**config.mk**
```make
export PLATFORM = sky130hd
export DESIGN_NAME = mon_host
export DESIGN_NICKNAME = d
export VERILOG_FILES = /design/src/rtl/mon_pkg.sv /design/src/rtl/mon_host.sv
export SDC_FILE = /design/constraint.sdc
export NUM_CORES = 1
export LEC_CHECK = 0
export ABC_AREA = 0
export CAP_MARGIN = 20
export CORE_ASPECT_RATIO = 1.4
export CORE_MARGIN = 10
export CORE_UTILIZATION = 55
export DETAILED_ROUTE_END_ITERATION = 10
export GPL_ROUTABILITY_DRIVEN = 1
export PLACE_DENSITY = 0.82
export RECOVER_POWER = 100
export SLEW_MARGIN = 20
export SYNTH_ARGS = -nofsm -noshare
export SYNTH_HDL_FRONTEND = slang
export SYNTH_SLANG_ARGS = --single-unit
export TNS_END_PERCENT = 10
```
**constraint.sdc**
```tcl
create_clock -name clk -period 4.83 [get_ports clk]
set_clock_uncertainty 0.1 [all_clocks]
set_input_delay 0.966 -clock clk [delete_from_list [all_inputs] [get_ports clk]]
set_output_delay 0.966 -clock clk [all_outputs]
set_load 0.02 [all_outputs]
```
**src/rtl/mon_pkg.sv**
```systemverilog
// ============================================================================
//  Module   : mon_pkg
//  Purpose  : Shared constants, state encoding and header helper for the
//             monitor-protocol host initiator (mon_host).
//  Revision : 1.0 - initial release
// ============================================================================
`default_nettype none

package mon_pkg;

    // Command op codes carried in header byte 0
    localparam logic [1:0] OP_FLUSH = 2'd0;
    localparam logic [1:0] OP_LOAD  = 2'd1;
    localparam logic [1:0] OP_DUMP  = 2'd2;
    localparam logic [1:0] OP_EXEC  = 2'd3;

    // Error codes reported on err_code alongside the err pulse
    localparam logic [1:0] ERR_NONE    = 2'd0;
    localparam logic [1:0] ERR_ECHO    = 2'd1;
    localparam logic [1:0] ERR_TIMEOUT = 2'd2;
    localparam logic [1:0] ERR_OVERRUN = 2'd3;

    // Header geometry: six bytes, index 0..5
    localparam int         HDR_LEN  = 6;
    localparam logic [2:0] HDR_LAST = 3'(HDR_LEN - 1);

    // 100 ms at 12 MHz
    localparam logic [23:0] DEFAULT_TIMEOUT = 24'd1200000;

    typedef enum logic [2:0] {
        ST_IDLE      = 3'd0,
        ST_HDR_TX    = 3'd1,
        ST_HDR_ECHO  = 3'd2,
        ST_LOAD_WAIT = 3'd3,
        ST_LOAD_TX   = 3'd4,
        ST_LOAD_ECHO = 3'd5,
        ST_DUMP_RX   = 3'd6,
        ST_FINISH    = 3'd7
    } state_e;

    // Header byte selected by index: {op, 0x00, addr hi, addr lo, len hi, len lo}
    function automatic logic [7:0] hdr_byte(
        input logic [1:0]  op,
        input logic [15:0] addr,
        input logic [15:0] len,
        input logic [2:0]  idx
    );
        logic [7:0] b;
        case (idx)
            3'd0:    b = {6'd0, op};
            3'd1:    b = 8'h00;
            3'd2:    b = addr[15:8];
            3'd3:    b = addr[7:0];
            3'd4:    b = len[15:8];
            default: b = len[7:0];
        endcase
        return b;
    endfunction

endpackage

`default_nettype wire

```
**src/rtl/mon_host.sv**
```systemverilog
// ============================================================================
//  Module   : mon_host
//  Purpose  : Host-side initiator of the monitor serial protocol. Sends a
//             6-byte header then load payload or receives dump payload, using
//             stop-and-wait transmission checked against the UART echo.
//  Revision : 1.0 - initial release
// ============================================================================
`default_nettype none

module mon_host
    import mon_pkg::*;
#(
    parameter logic [23:0] TIMEOUT = DEFAULT_TIMEOUT
) (
    input  logic        clk,
    input  logic        rst,

    input  logic        cmd_valid,
    output logic        cmd_ready,
    input  logic [1:0]  cmd_op,
    input  logic [15:0] cmd_addr,
    input  logic [15:0] cmd_len,

    input  logic        wr_valid,
    output logic        wr_ready,
    input  logic [7:0]  wr_data,

    output logic        rd_valid,
    input  logic        rd_ready,
    output logic [7:0]  rd_data,

    output logic        busy,
    output logic        done,
    output logic        err,
    output logic [1:0]  err_code,

    output logic        tx_start,
    output logic [7:0]  tx_byte,
    input  logic        tx_busy,

    input  logic        rx_strobe,
    input  logic [7:0]  rx_data
);

    state_e      state_q;
    logic [1:0]  op_q;
    logic [15:0] addr_q;
    logic [15:0] len_q;
    logic [2:0]  hdr_idx_q;
    logic [7:0]  wr_byte_q;
    logic [23:0] tmo_q;
    logic [7:0]  tx_byte_q;
    logic        tx_start_q;
    logic [7:0]  rd_data_q;
    logic        rd_valid_q;
    logic        done_q;
    logic        err_q;
    logic [1:0]  err_code_q;

    logic        fault;
    logic [1:0]  fault_code;
    logic        in_wait;

    // States in which the timeout counter runs
    assign in_wait = (state_q == ST_HDR_ECHO) || (state_q == ST_LOAD_ECHO) ||
                     (state_q == ST_DUMP_RX);

    // Error detection: unexpected/mismatched echo, silent line, dump overrun
    always_comb begin
        fault      = 1'b0;
        fault_code = ERR_NONE;
        case (state_q)
            ST_HDR_TX, ST_LOAD_TX: begin
                // Nothing should arrive before our byte has been launched
                if (rx_strobe) begin
                    fault      = 1'b1;
                    fault_code = ERR_ECHO;
                end
            end
            ST_HDR_ECHO, ST_LOAD_ECHO: begin
                if (rx_strobe) begin
                    if (rx_data != tx_byte_q) begin
                        fault      = 1'b1;
                        fault_code = ERR_ECHO;
                    end
                end else if (tmo_q == 24'd0) begin
                    fault      = 1'b1;
                    fault_code = ERR_TIMEOUT;
                end
            end
            ST_DUMP_RX: begin
                if (rx_strobe) begin
                    // Holding register still full and not being drained now
                    if (rd_valid_q && !rd_ready) begin
                        fault      = 1'b1;
                        fault_code = ERR_OVERRUN;
                    end
                end else if (tmo_q == 24'd0) begin
                    fault      = 1'b1;
                    fault_code = ERR_TIMEOUT;
                end
            end
            default: ;
        endcase
    end

    // Protocol sequencer with registered strobes and data outputs
    always_ff @(posedge clk) begin
        if (rst) begin
            state_q    <= ST_IDLE;
            op_q       <= OP_FLUSH;
            addr_q     <= 16'd0;
            len_q      <= 16'd0;
            hdr_idx_q  <= 3'd0;
            wr_byte_q  <= 8'd0;
            tmo_q      <= 24'd0;
            tx_byte_q  <= 8'd0;
            tx_start_q <= 1'b0;
            rd_data_q  <= 8'd0;
            rd_valid_q <= 1'b0;
            done_q     <= 1'b0;
            err_q      <= 1'b0;
            err_code_q <= ERR_NONE;
        end else begin
            tx_start_q <= 1'b0;
            done_q     <= 1'b0;
            err_q      <= 1'b0;

            if (rd_valid_q && rd_ready) begin
                rd_valid_q <= 1'b0;
            end

            // Wait counter: count down while waiting, reload on any received byte
            if (in_wait) begin
                if (rx_strobe) begin
                    tmo_q <= TIMEOUT;
                end else if (tmo_q != 24'd0) begin
                    tmo_q <= tmo_q - 24'd1;
                end
            end

            if (fault) begin
                err_q      <= 1'b1;
                err_code_q <= fault_code;
                rd_valid_q <= 1'b0;
                state_q    <= ST_IDLE;
            end else begin
                case (state_q)
                    ST_IDLE: begin
                        if (cmd_valid) begin
                            op_q      <= cmd_op;
                            addr_q    <= cmd_addr;
                            len_q     <= cmd_len;
                            hdr_idx_q <= 3'd0;
                            state_q   <= ST_HDR_TX;
                        end
                    end
                    ST_HDR_TX: begin
                        if (!tx_busy) begin
                            tx_start_q <= 1'b1;
                            tx_byte_q  <= hdr_byte(op_q, addr_q, len_q, hdr_idx_q);
                            tmo_q      <= TIMEOUT;
                            state_q    <= ST_HDR_ECHO;
                        end
                    end
                    ST_HDR_ECHO: begin
                        // Echo already verified by the fault logic when rx_strobe is set
                        if (rx_strobe) begin
                            if (hdr_idx_q != HDR_LAST) begin
                                hdr_idx_q <= hdr_idx_q + 3'd1;
                                state_q   <= ST_HDR_TX;
                            end else if (op_q == OP_LOAD && len_q != 16'd0) begin
                                state_q <= ST_LOAD_WAIT;
                            end else if (op_q == OP_DUMP && len_q != 16'd0) begin
                                tmo_q   <= TIMEOUT;
                                state_q <= ST_DUMP_RX;
                            end else begin
                                state_q <= ST_FINISH;
                            end
                        end
                    end
                    ST_LOAD_WAIT: begin
                        if (wr_valid) begin
                            wr_byte_q <= wr_data;
                            state_q   <= ST_LOAD_TX;
                        end
                    end
                    ST_LOAD_TX: begin
                        if (!tx_busy) begin
                            tx_start_q <= 1'b1;
                            tx_byte_q  <= wr_byte_q;
                            tmo_q      <= TIMEOUT;
                            state_q    <= ST_LOAD_ECHO;
                        end
                    end
                    ST_LOAD_ECHO: begin
                        if (rx_strobe) begin
                            len_q   <= len_q - 16'd1;
                            state_q <= (len_q == 16'd1) ? ST_FINISH : ST_LOAD_WAIT;
                        end
                    end
                    ST_DUMP_RX: begin
                        if (rx_strobe) begin
                            rd_data_q  <= rx_data;
                            rd_valid_q <= 1'b1;
                            len_q      <= len_q - 16'd1;
                            if (len_q == 16'd1) begin
                                state_q <= ST_FINISH;
                            end
                        end
                    end
                    ST_FINISH: begin
                        // Completion only once the last dump byte has left
                        if (!rd_valid_q) begin
                            done_q  <= 1'b1;
                            state_q <= ST_IDLE;
                        end
                    end
                    default: state_q <= ST_IDLE;
                endcase
            end
        end
    end

    assign cmd_ready = (state_q == ST_IDLE);
    assign wr_ready  = (state_q == ST_LOAD_WAIT);
    assign busy      = (state_q != ST_IDLE);
    assign done      = done_q;
    assign err       = err_q;
    assign err_code  = err_code_q;
    assign tx_start  = tx_start_q;
    assign tx_byte   = tx_byte_q;
    assign rd_valid  = rd_valid_q;
    assign rd_data   = rd_data_q;

endmodule

`default_nettype wire

```
==> results.toml, run 1 <==
[sta]
max_freq_ghz = 0.278
slew_viol_final = 0
timing_hold_violations_final = 0
relSlewSlack_pct = 3.70
finalSetupTns_ns = 0
tightest_slew_ns = 1.43
setup_violations = 0
period_minus_slack_ns = 3.60
unrepaired_setup_endpoints_after_global_routing = "false"
fin_crit_sh_pct = 74.6

[setup_path]
crit_path_end_kind = "flip-flop"
ff2ff_path_depth = 7
worst-endpoint-arrival_ns = 3.77
reg2reg_slack_ns = 1.57
crit_fanout = 20
worst_setup_path_start_kind = "primary input"
crit_required_ns = 5.00
timing.setup.critical_path_class = "in2reg"

[final_layout]
nets = 749
antennaDiodeCount = 0
areaGrowthSynthToFinish_pct = 20.9
final_core_util_pct = 68.6
fill_count = 758
post_route_cells_drive_above_1_share_pct = 4.94

[floorplan]
io_pins = 82
fp.dieW_microns = 99.8
core.rowCount = 40
die_area_sq_um = 13200
initial_utilization_pct = 56.7
die_height_microns = 132
fp.coreArea_sq_um = 8660

[worst_hold_path]
hold_path_class = "reg2reg"
hold_path_depth = 2

[yosys]
syn_nets = 693
ys_seq_area_share_pct = 38.3
syn_area_sq_um = 4910
synth_flop_cell = "sky130_fd_sc_hd__dfxtp_1"
synth_enable_flop_cells = 0
postSynthRegisterBits = 94
fraction_of_post_synthesis_cell_area_in_the_top_cell_type_by_area_pct = 38.3
yosys.area.top_type = "sky130_fd_sc_hd__dfxtp_1"
yosys.cell_types.count = 58
ys_async_sr_fraction_pct = 0
ys_top_cells_by_area = "sky130_fd_sc_hd__dfxtp_1 38%, sky130_fd_sc_hd__nand2_1 7.1%, sky130_fd_sc_hd__nor2_1 6.5%, sky130_fd_sc_hd__a21oi_1 6.3%, sky130_fd_sc_hd__xor2_1 3.9%"
ys_warn_count = 0
netlist_instances = 628
post_synth.cell_area_avg_sq_um = 7.82

[drt]
routed_via_density = 6.05
wl_mm = 13.7
first_iter_violations = 336
drt_first_pass_iters = 5
ant_nets = 0
drc_errors = 0
average_wire_length_per_cell_after_detail_routing_microns = 17.3
vias_after_detailed_routing = 4798

[placement]
rd_place_congestion = 0.923
post-dp-hpwl_mm = 10.2
placement.io_buffers = 81

[clock_network]
later_pin_clock_latency_in_the_skew_report_ns = 0.34
cts-root-buf = "sky130_fd_sc_hd__clkbuf_16"
ctsLongestPathBuffers = 2
cts-buffers-inserted = 9
tritoncts_clock_tree = "done"
post_cts_buffers = 0
cts_hold_buffers = 0
cts_max_level = 3
post_cts_resized = 0
cts.clk_slew.worst_paths_ns = 0.06
numClockSinks = 94

[global_routing]
grt_start_max_net_pins = 47
grt-ovfl-total = 0
via_count_of_the_first_global_routing_pass = 4768
grt_pass1_wl_mm = 22.5
initial_antenna_violation_count = 0
grt_usage_pct = 20.6

[power]
power_leakage_nw = 2.25
power.density_nw_per_um2 = 508
ir_drop_mv = 0.409

[outcome]
run_status = "completed"

[flow_run]
maxCapViolations = 0
[cell families (layout without fill, tap and decap cells)]
kind of cell,after synthesis,count (layout),share of synthesized area (%)
multiplexers,8,8,1.63
AO/OA/AOI/OAI,157,157,21.4
adder cells (fa/ha/maj),8,8,2.04
AND/OR/NAND/NOR,281,281,27.2
buffers and inverters,52,112,4.33
XOR/XNOR,28,28,5.00
flip-flops,94,94,38.3
[flip-flops by register name, indices dropped and copies added (netlist names)]
register   cells
err            1
rd_valid       1
err_code       2
done           1
op_q           2
tx_start       1
tmo_q         24
rd_data        8
state_q        3
tx_byte        8
hdr_idx_q      3
addr_q        16
wr_byte_q      8
len_q         16
[where the power goes]
| group | internal, mW | switching, mW |
|---|---|---|
| registers | 0.919 | 0.194 |
| clock network | 0.362 | 0.301 |
| logic | 0.474 | 0.763 |
| total | 1.75 | 1.26 |
[worst max-delay path, cell delays in order]
cell	delay (ns)
sky130_fd_sc_hd__dlygate4sd3_1	0.73
sky130_fd_sc_hd__nand3_1	0.15
sky130_fd_sc_hd__a31oi_1	0.61
sky130_fd_sc_hd__or2_0	0.89
sky130_fd_sc_hd__o21ai_0	0.23
sky130_fd_sc_hd__a21oi_1	0.18
[per-stage QoR]
step                setup WS (ns)  instances  power [mW]  instance area (sq um)  hold slack [ns]
floorplan                    1.99        628        2.04                   4910            0.336
global placement             1.37        778        2.32                   5700            0.343
detailed placement           1.30        778        2.37                   5700            0.349
CTS                          1.56        793        3.03                   5970            0.358
global route                0.958        793        3.21                   5940            0.387
finish                       1.23        793        3.01                   5940            0.355
[cell usage in the layout (no fill, tap or decap), types with 3 or more instances in the layout]
| cell | n |
|---|---|
| sky130_fd_sc_hd__a211oi_1 | 16 |
| sky130_fd_sc_hd__a21boi_0 | 6 |
| sky130_fd_sc_hd__a21oi_1 | 62 |
| sky130_fd_sc_hd__a222oi_1 | 6 |
| sky130_fd_sc_hd__a22o_1 | 4 |
| sky130_fd_sc_hd__a22oi_1 | 4 |
| sky130_fd_sc_hd__a31o_2 | 5 |
| sky130_fd_sc_hd__and2_1 | 3 |
| sky130_fd_sc_hd__clkbuf_16 | 9 |
| sky130_fd_sc_hd__clkdlybuf4s50_1 | 52 |
| sky130_fd_sc_hd__clkinvlp_4 | 3 |
| sky130_fd_sc_hd__dfxtp_1 | 94 |
| sky130_fd_sc_hd__dlygate4sd3_1 | 28 |
| sky130_fd_sc_hd__ha_1 | 8 |
| sky130_fd_sc_hd__inv_1 | 15 |
| sky130_fd_sc_hd__mux2i_1 | 8 |
| sky130_fd_sc_hd__nand2_1 | 92 |
| sky130_fd_sc_hd__nand2b_1 | 6 |
| sky130_fd_sc_hd__nand3_1 | 11 |
| sky130_fd_sc_hd__nand4_1 | 10 |
| sky130_fd_sc_hd__nor2_1 | 85 |
| sky130_fd_sc_hd__nor2b_1 | 5 |
| sky130_fd_sc_hd__nor3_1 | 27 |
| sky130_fd_sc_hd__nor4_1 | 9 |
| sky130_fd_sc_hd__nor4_2 | 4 |
| sky130_fd_sc_hd__o211ai_1 | 5 |
| sky130_fd_sc_hd__o21ai_0 | 24 |
| sky130_fd_sc_hd__o31ai_1 | 4 |
| sky130_fd_sc_hd__o32ai_1 | 3 |
| sky130_fd_sc_hd__or3_1 | 7 |
| sky130_fd_sc_hd__or4_1 | 5 |
| sky130_fd_sc_hd__xnor2_1 | 6 |
| sky130_fd_sc_hd__xor2_1 | 22 |
[path summary, 6_finish.rpt]
check | start | to
worst max-delay path | rx_strobe | len_q[9]$_SDFFE_PP0P_
worst min-delay path | addr_q[11]$_SDFFE_PP0P_ | addr_q[11]$_SDFFE_PP0P_
worst max register to register | state_q[2]$_SDFFE_PP0P_ | len_q[6]$_SDFFE_PP0P_
worst min register to register | addr_q[11]$_SDFFE_PP0P_ | addr_q[11]$_SDFFE_PP0P_
[Yosys cell counts (4+ instances only)]
| library cell | instances |
|---|---|
| sky130_fd_sc_hd__a22oi_1 | 4 |
| sky130_fd_sc_hd__a211oi_1 | 16 |
| sky130_fd_sc_hd__or3_1 | 7 |
| sky130_fd_sc_hd__nand3_1 | 11 |
| sky130_fd_sc_hd__nand2b_1 | 6 |
| sky130_fd_sc_hd__dfxtp_1 | 94 |
| sky130_fd_sc_hd__clkbuf_1 | 25 |
| sky130_fd_sc_hd__o211ai_1 | 4 |
| sky130_fd_sc_hd__o31ai_1 | 4 |
| sky130_fd_sc_hd__o21ai_2 | 6 |
| sky130_fd_sc_hd__nor2b_1 | 5 |
| sky130_fd_sc_hd__a31o_2 | 5 |
| sky130_fd_sc_hd__nor3_1 | 26 |
| sky130_fd_sc_hd__a22o_1 | 4 |
| sky130_fd_sc_hd__nand4_1 | 10 |
| sky130_fd_sc_hd__o21ai_0 | 20 |
| sky130_fd_sc_hd__a21boi_0 | 6 |
| sky130_fd_sc_hd__inv_1 | 15 |
| sky130_fd_sc_hd__or4_1 | 5 |
| sky130_fd_sc_hd__nor2_1 | 85 |
| sky130_fd_sc_hd__a222oi_1 | 6 |
| sky130_fd_sc_hd__mux2i_1 | 8 |
| sky130_fd_sc_hd__nor4_1 | 8 |
| sky130_fd_sc_hd__buf_2 | 8 |
| sky130_fd_sc_hd__nand2_1 | 93 |
| sky130_fd_sc_hd__a21oi_1 | 62 |
| sky130_fd_sc_hd__and2_1 | 5 |
| sky130_fd_sc_hd__ha_1 | 8 |
| sky130_fd_sc_hd__xnor2_1 | 6 |
| sky130_fd_sc_hd__nor4_2 | 5 |
| sky130_fd_sc_hd__xor2_1 | 22 |
[cell type report]
type                            count  area (sq um)  area share (%)
Multi-Input combinational cell    482          2780            46.8
Timing Repair Buffer               82           813            13.7
Sequential cell                    94          1880            31.7
Tap cell                          105           131            2.21
Clock buffer                       11           243            4.09
Inverter                           15          56.3           0.949
Clock inverter                      4          31.3           0.527
[layer usage]
layer  track usage, %  part of all wire (%)
met1             22.2                    39
met2             37.3                    53
met5                0                     0
met3             3.93                   4.2
met4             8.95                   3.3
Note: power is estimated with default switching activity, not from simulation.
==> inputs of run 2 (changes only) <==
--- a/config.mk
+++ b/config.mk
@@ -9,10 +9,10 @@
 export CAP_MARGIN = 20
 export CORE_ASPECT_RATIO = 1.4
 export CORE_MARGIN = 10
-export CORE_UTILIZATION = 55
+export CORE_UTILIZATION = 54
 export DETAILED_ROUTE_END_ITERATION = 10
 export GPL_ROUTABILITY_DRIVEN = 1
-export PLACE_DENSITY = 0.82
+export PLACE_DENSITY = 0.81
 export RECOVER_POWER = 100
 export SLEW_MARGIN = 20
 export SYNTH_ARGS = -nofsm -noshare
==> constraint.sdc (replaced) <==
create_clock -name clk -period 3.69 [get_ports clk]
set_clock_uncertainty 0.1 [all_clocks]
set_input_delay 0.738 -clock clk [delete_from_list [all_inputs] [get_ports clk]]
set_output_delay 0.738 -clock clk [all_outputs]
set_load 0.02 [all_outputs]
==> results.toml, run 2 (synthesized netlist as in run 1, its figures left out) <==
[final_layout]
fill_count = 761
largest_register = "tmo_q"
largest_reg_flops = 24
antennaDiodeCount = 0
top_flop_regs = "tmo_q x24, addr_q x16, len_q x16"
areaGrowthSynthToFinish_pct = 23.5
final_common_cell = "sky130_fd_sc_hd__dfxtp_1"
layout.cells.most_common_list = "94 x sky130_fd_sc_hd__dfxtp_1, 93 x sky130_fd_sc_hd__nand2_1, 85 x sky130_fd_sc_hd__nor2_1, 62 x sky130_fd_sc_hd__a21oi_1, 53 x sky130_fd_sc_hd__clkdlybuf4s50_1"
design_area_sq_um = 6060
post_route_cells_drive_above_1_share_pct = 5.60
nets = 757

[drt]
vias_after_detailed_routing = 4824
wl_mm = 13.8
routed_via_density = 6.00
first_iter_violations = 386
average_wire_length_per_cell_after_detail_routing_microns = 17.2
ant_nets = 0
drt_first_pass_iters = 8
drc_errors = 0

[sta]
finalSetupTns_ns = 0
timing_hold_violations_final = 0
relSlewSlack_pct = 36.3
worst_slack_ns = 0.550
tightest_slew_ns = 0.953
unrepaired_setup_endpoints_after_global_routing = "false"
setup_violations = 0
max_freq_ghz = 0.318
slew_viol_final = 0
fin_crit_sh_pct = 85.1
period_minus_slack_ns = 3.14

[clock_network]
tritoncts_clock_tree = "done"
post_cts_buffers = 0
post_cts_resized = 0
numClockSinks = 94
later_pin_clock_latency_in_the_skew_report_ns = 0.35
cts.clk_slew.worst_paths_ns = 0.06
cts_hold_buffers = 0
cts-root-buf = "sky130_fd_sc_hd__clkbuf_16"
cts-buffers-inserted = 9
ctsLongestPathBuffers = 2
cts_max_level = 3

[global_routing]
grtUsageMet2_pct = 36.5
grt_pass1_wl_mm = 22.8
via_count_of_the_first_global_routing_pass = 4832
grt-busiest-layer = "met2"
grt_start_max_net_pins = 77
grt_util_met1_pct = 22.3
grtUsageMet3_pct = 2.97
grt_usage_pct = 20.6
grt-ovfl-total = 0
initial_antenna_violation_count = 0

[power]
power_leakage_nw = 2.31
ir_drop_mv = 0.540
power.density_nw_per_um2 = 688
fin_total_pwr_mw = 4.17

[setup_path]
crit_required_ns = 2.85
critical_path.reg2reg.startpoint = "state_q[1]$_SDFFE_PP0P_"
worst-endpoint-arrival_ns = 2.30
crit_path_start = "state_q[1]$_SDFFE_PP0P_"
cpLargestDelayFamily = "buffers and inverters"
crit_path_end_kind = "output port"
crit_path_cell_trace = "inv_1 > nor2_1 > dlygate4sd3_1"
worst_setup_path_start_kind = "flip-flop"
cp_slowest_stage_delay_ns = 0.74
crit_fanout = 21
cpMaxStageDelayCell = "sky130_fd_sc_hd__dfxtp_1"
worstPathBufferInverterCount = 2
timing.setup.critical_path_class = "reg2out"

[floorplan]
core.rowCount = 41
initial_utilization_pct = 55.0
io_pins = 82
die_area_sq_um = 13400
fp.coreArea_sq_um = 8930
die_height_microns = 133
fp.dieW_microns = 101

[placement]
post-dp-hpwl_mm = 10.0
rd_place_congestion = 0.933
postPlaceCellArea_sq_um = 5760
placement.setup.worst_slack_ns = 0.510
placement.io_buffers = 81

[flow_run]
maxCapViolations = 0

[worst_hold_path]
hold_path_class = "reg2reg"
min-delay-start = "wr_byte_q[1]$_SDFFE_PP0P_"

[outcome]
run_status = "completed"
run 2: layer usage:
metal	vias up	routed length, microns
li1	2352	-
met1	2252	5390
met5	-	0
met4	0	590
met3	47	591
met2	173	7260
run 2: path summary, 6_finish.rpt:
kind         cells past startpoint  slack, ns                         to
max                              3       0.55                   wr_ready
min                              2       0.36  wr_byte_q[1]$_SDFFE_PP0P_
max reg2reg                      6       0.66       tmo_q[20]$_SDFF_PP0_
min reg2reg                      2       0.36  wr_byte_q[1]$_SDFFE_PP0P_
run 2: tightest hold or removal path, cell delays in order, from the launching register on:
cell and delay (ns):
sky130_fd_sc_hd__dfxtp_1 0.31, sky130_fd_sc_hd__nand2_1 0.05, sky130_fd_sc_hd__a21oi_1 0.05
run 2: area by class of cell:
class	instances	area [sq um]	area share, %
Clock inverter	5	106	1.75
Tap cell	107	134	2.21
Timing Repair Buffer	90	862	14.2
Sequential cell	94	1880	31.0
Clock buffer	11	243	4.00
Multi-Input combinational cell	482	2780	45.8
Inverter	15	56.3	0.929
run 2: power breakdown:
part / total (mW) / leakage [nW] / internal, mW / switching (mW)
combinational: 1.64 / 1.38 / 0.636 / 1.00
sequential: 1.45 / 0.765 / 1.20 / 0.251
clock: 1.08 / 0.166 / 0.682 / 0.394
total: 4.17 / 2.31 / 2.52 / 1.65
run 2: stage by stage:
step	std cells	util (%)	hold WS [ns]
after floorplan	628	-	0.336
after global placement	788	64.5	0.344
after detailed placement	788	64.5	0.349
after CTS	804	68.4	0.358
after global routing	804	67.9	0.383
final	804	67.9	0.357
==> RTL change, RTL diff (settings of run 1) <==
Put one more register stage on the output `err_code`. The value now appears one clock later. The other outputs are not delayed to match.
--- a/src/rtl/mon_host.sv
+++ b/src/rtl/mon_host.sv
@@ -228,5 +228,7 @@
     assign done      = done_q;
     assign err       = err_q;
-    assign err_code  = err_code_q;
+    always_ff @(posedge clk) begin
+        err_code <= err_code_q;
+    end
     assign tx_start  = tx_start_q;
     assign tx_byte   = tx_byte_q;
Formal check against the unedited RTL: not equivalent (Yosys sat finds a counterexample within 4 cycles, from zero or initial values and one cycle with rst high).
==> RTL change against run 1 <==
Count of clock-buffer cells in the layout is the same. Design area increased by 5.5%. Sequential cell count increased by 2. Setup slack lost 0.20 ns. Routed wire length is 15% higher. Total power grew 12%. Synthesized area grew 5.7%. Critical path depth unchanged. Critical endpoint is now tmo_q[18]. Largest cell class unchanged. Largest power group unchanged. Highest routed layer unchanged.
==> RTL change: results (changes against run 1) <==
htree depth = 3 (unchanged)
Worst Tran Pin Value = 0.932 ns (was 1.43 ns)
post-DP HPWL = 11,600 microns (was 10,200 microns)
fraction of registers with async set/reset = 0% (unchanged)
sequential area share after synthesis = 37.0% (was 38.3%)
Setup Viol. Count Final = 0 (unchanged)
share of layout cells above drive strength 1 = 6.41% (was 4.94%)
Critical Path Start = rx_data[0] (was rx_strobe)
Syn Nets = 692 (was 693)
post-CTS sizing = 0 (unchanged)
Final nets = 746 (was 749)
ys flop type = dfxtp_1 (unchanged)
VDD IR-drop max = 0.000581 V (was 0.000409 V)
top post-synthesis cells by area = dfxtp_1 (37%), nand2_1 (6.5%), a21oi_1 (6.4%), nor2_1 (4.3%), xor2_1 (2.7%) (was dfxtp_1 (38%), nand2_1 (7.1%), nor2_1 (6.5%), a21oi_1 (6.3%), xor2_1 (3.9%))
CTS Buf Count = 9 (unchanged)
largest net degree at the start of global routing = 42 (was 47)
post-CTS setup repair buffer count = 0 (unchanged)
global-route wire length before repair = 25,700 microns (was 22,500 microns)
top cells by count, synth = dfxtp_1 (96), nand2_1 (90), a21oi_1 (66), nor2_1 (59), clkbuf_1 (29) (was dfxtp_1 (94), nand2_1 (93), nor2_1 (85), a21oi_1 (62), nor3_1 (26))
# diodes = 0 (unchanged)
vias = 5,094 (was 4,798)
status = complete, no violations (unchanged)
CTS Root Cell = clkbuf_16 (unchanged)
I/O Buffers = 81 (unchanged)
largest registers = tmo_q (24), addr_q (16), len_q (16) (unchanged)
DR iter-0 viols = 419 (was 336)
CP max FO = 19 (was 20)
worst r2r src = state_q[2] (unchanged)
antenna violations before repair = 0 (unchanged)
Final Routed Wirelength = 15,900 microns (was 13,700 microns)
hold wc startpoint = err_code_q[1] (was addr_q[11])
YS warnings = 0 (unchanged)
Arrival @ worst endpoint = 3.94 ns (was 3.77 ns)
Final GP Congestion = 0.945 (was 0.923)
count of different cell masters after synthesis = 77 (was 58)
clock-pin slew on the worst setup and hold paths = 0.07 ns
GRT Overall Usage = 23.2% (was 20.6%)
clock buffer depth = 2 (unchanged)
fillers = 773 (was 758)
Lkg Pwr = 2.29 nW (was 2.25 nW)
DR pass1 iterations = 7 (was 5)
vias in the first global route = 5,164 (was 4,768)
clk_lat worst skew = 0.35 ns
Hold Crit Class = reg2reg (unchanged)
[RTL change: changes by cell type after synthesis, moves of 7 or more]
cell,run 1,this run
o21ai_0,20,11
nor2_1,85,59
a311o_1,0,8
a31oi_1,0,7
o311ai_1,0,7
o31ai_1,4,13
a211oi_1,16,9
[RTL change: final cells by class]
class | instances | area (sq um) | share of cell area [%]
repair buffers | 84 | 828 | 13.2
multi-input cells | 473 | 2990 | 47.8
flip-flops and latches | 96 | 1920 | 30.7
clock inverters | 5 | 80.1 | 1.28
clock buffers | 11 | 243 | 3.88
inverters | 17 | 63.8 | 1.02
well taps | 107 | 134 | 2.14
[RTL change: power breakdown]
group	internal, mW	total [mW]	leakage [nW]	switching (mW)
logic	0.526	1.47	1.36	0.947
clock network	0.467	0.778	0.152	0.310
registers	0.928	1.13	0.781	0.201
[RTL change: final timing paths]
| path | to | slack, ns | cells past startpoint |
|---|---|---|---|
| hold / removal | err_code[1] | 0.26 | 0 |
| setup reg to reg | len_q[12] | 1.89 | 5 |
| setup / recovery | tmo_q[18] | 1.03 | 6 |
| hold reg to reg | err_code[1] | 0.26 | 0 |
[RTL change: metrics by stage]
stage,instance area [sq um],util [%],cells,worst slack (ns),hold slack (ns)
2_1_floorplan,5190,-,627,2.20,0.231
3_3_place_gp,5970,65.3,777,1.23,0.241
3_5_place_dp,5970,65.3,777,1.15,0.246
4_1_cts,6290,68.9,793,1.41,0.268
5_1_grt,6260,68.6,793,0.820,0.277
6_report,6260,68.6,793,1.03,0.264
[RTL change: worst max-delay path, stage by stage]
cell	delay, ns
dlygate4sd3_1	0.58
xor2_1	0.17
nor4_1	0.69
a31oi_4	0.38
o41ai_4	0.89
o21ba_2	0.26
[RTL change: cells by family (layout without fill, tap and decap cells)]
family | Yosys count | after routing | synth area share, %
and+or+nand+nor | 251 | 251 | 25.0
AOI/OAI and AO/OA | 178 | 178 | 24.7
DFF | 96 | 96 | 37.0
buffers and inverters | 58 | 117 | 4.80
xor gates and xnor gates | 23 | 23 | 3.88
muxes | 13 | 13 | 2.60
adders and majority gates | 8 | 8 | 1.93
[RTL change: routing by layer]
layer | vias to the layer above | track usage (%) | wire [microns]
met5 | - | 0 | 0
met4 | 0 | 13.0 | 798
met3 | 47 | 4.49 | 1060
met2 | 225 | 40.4 | 8170
met1 | 2389 | 25.4 | 5830
li1 | 2433 | - | -
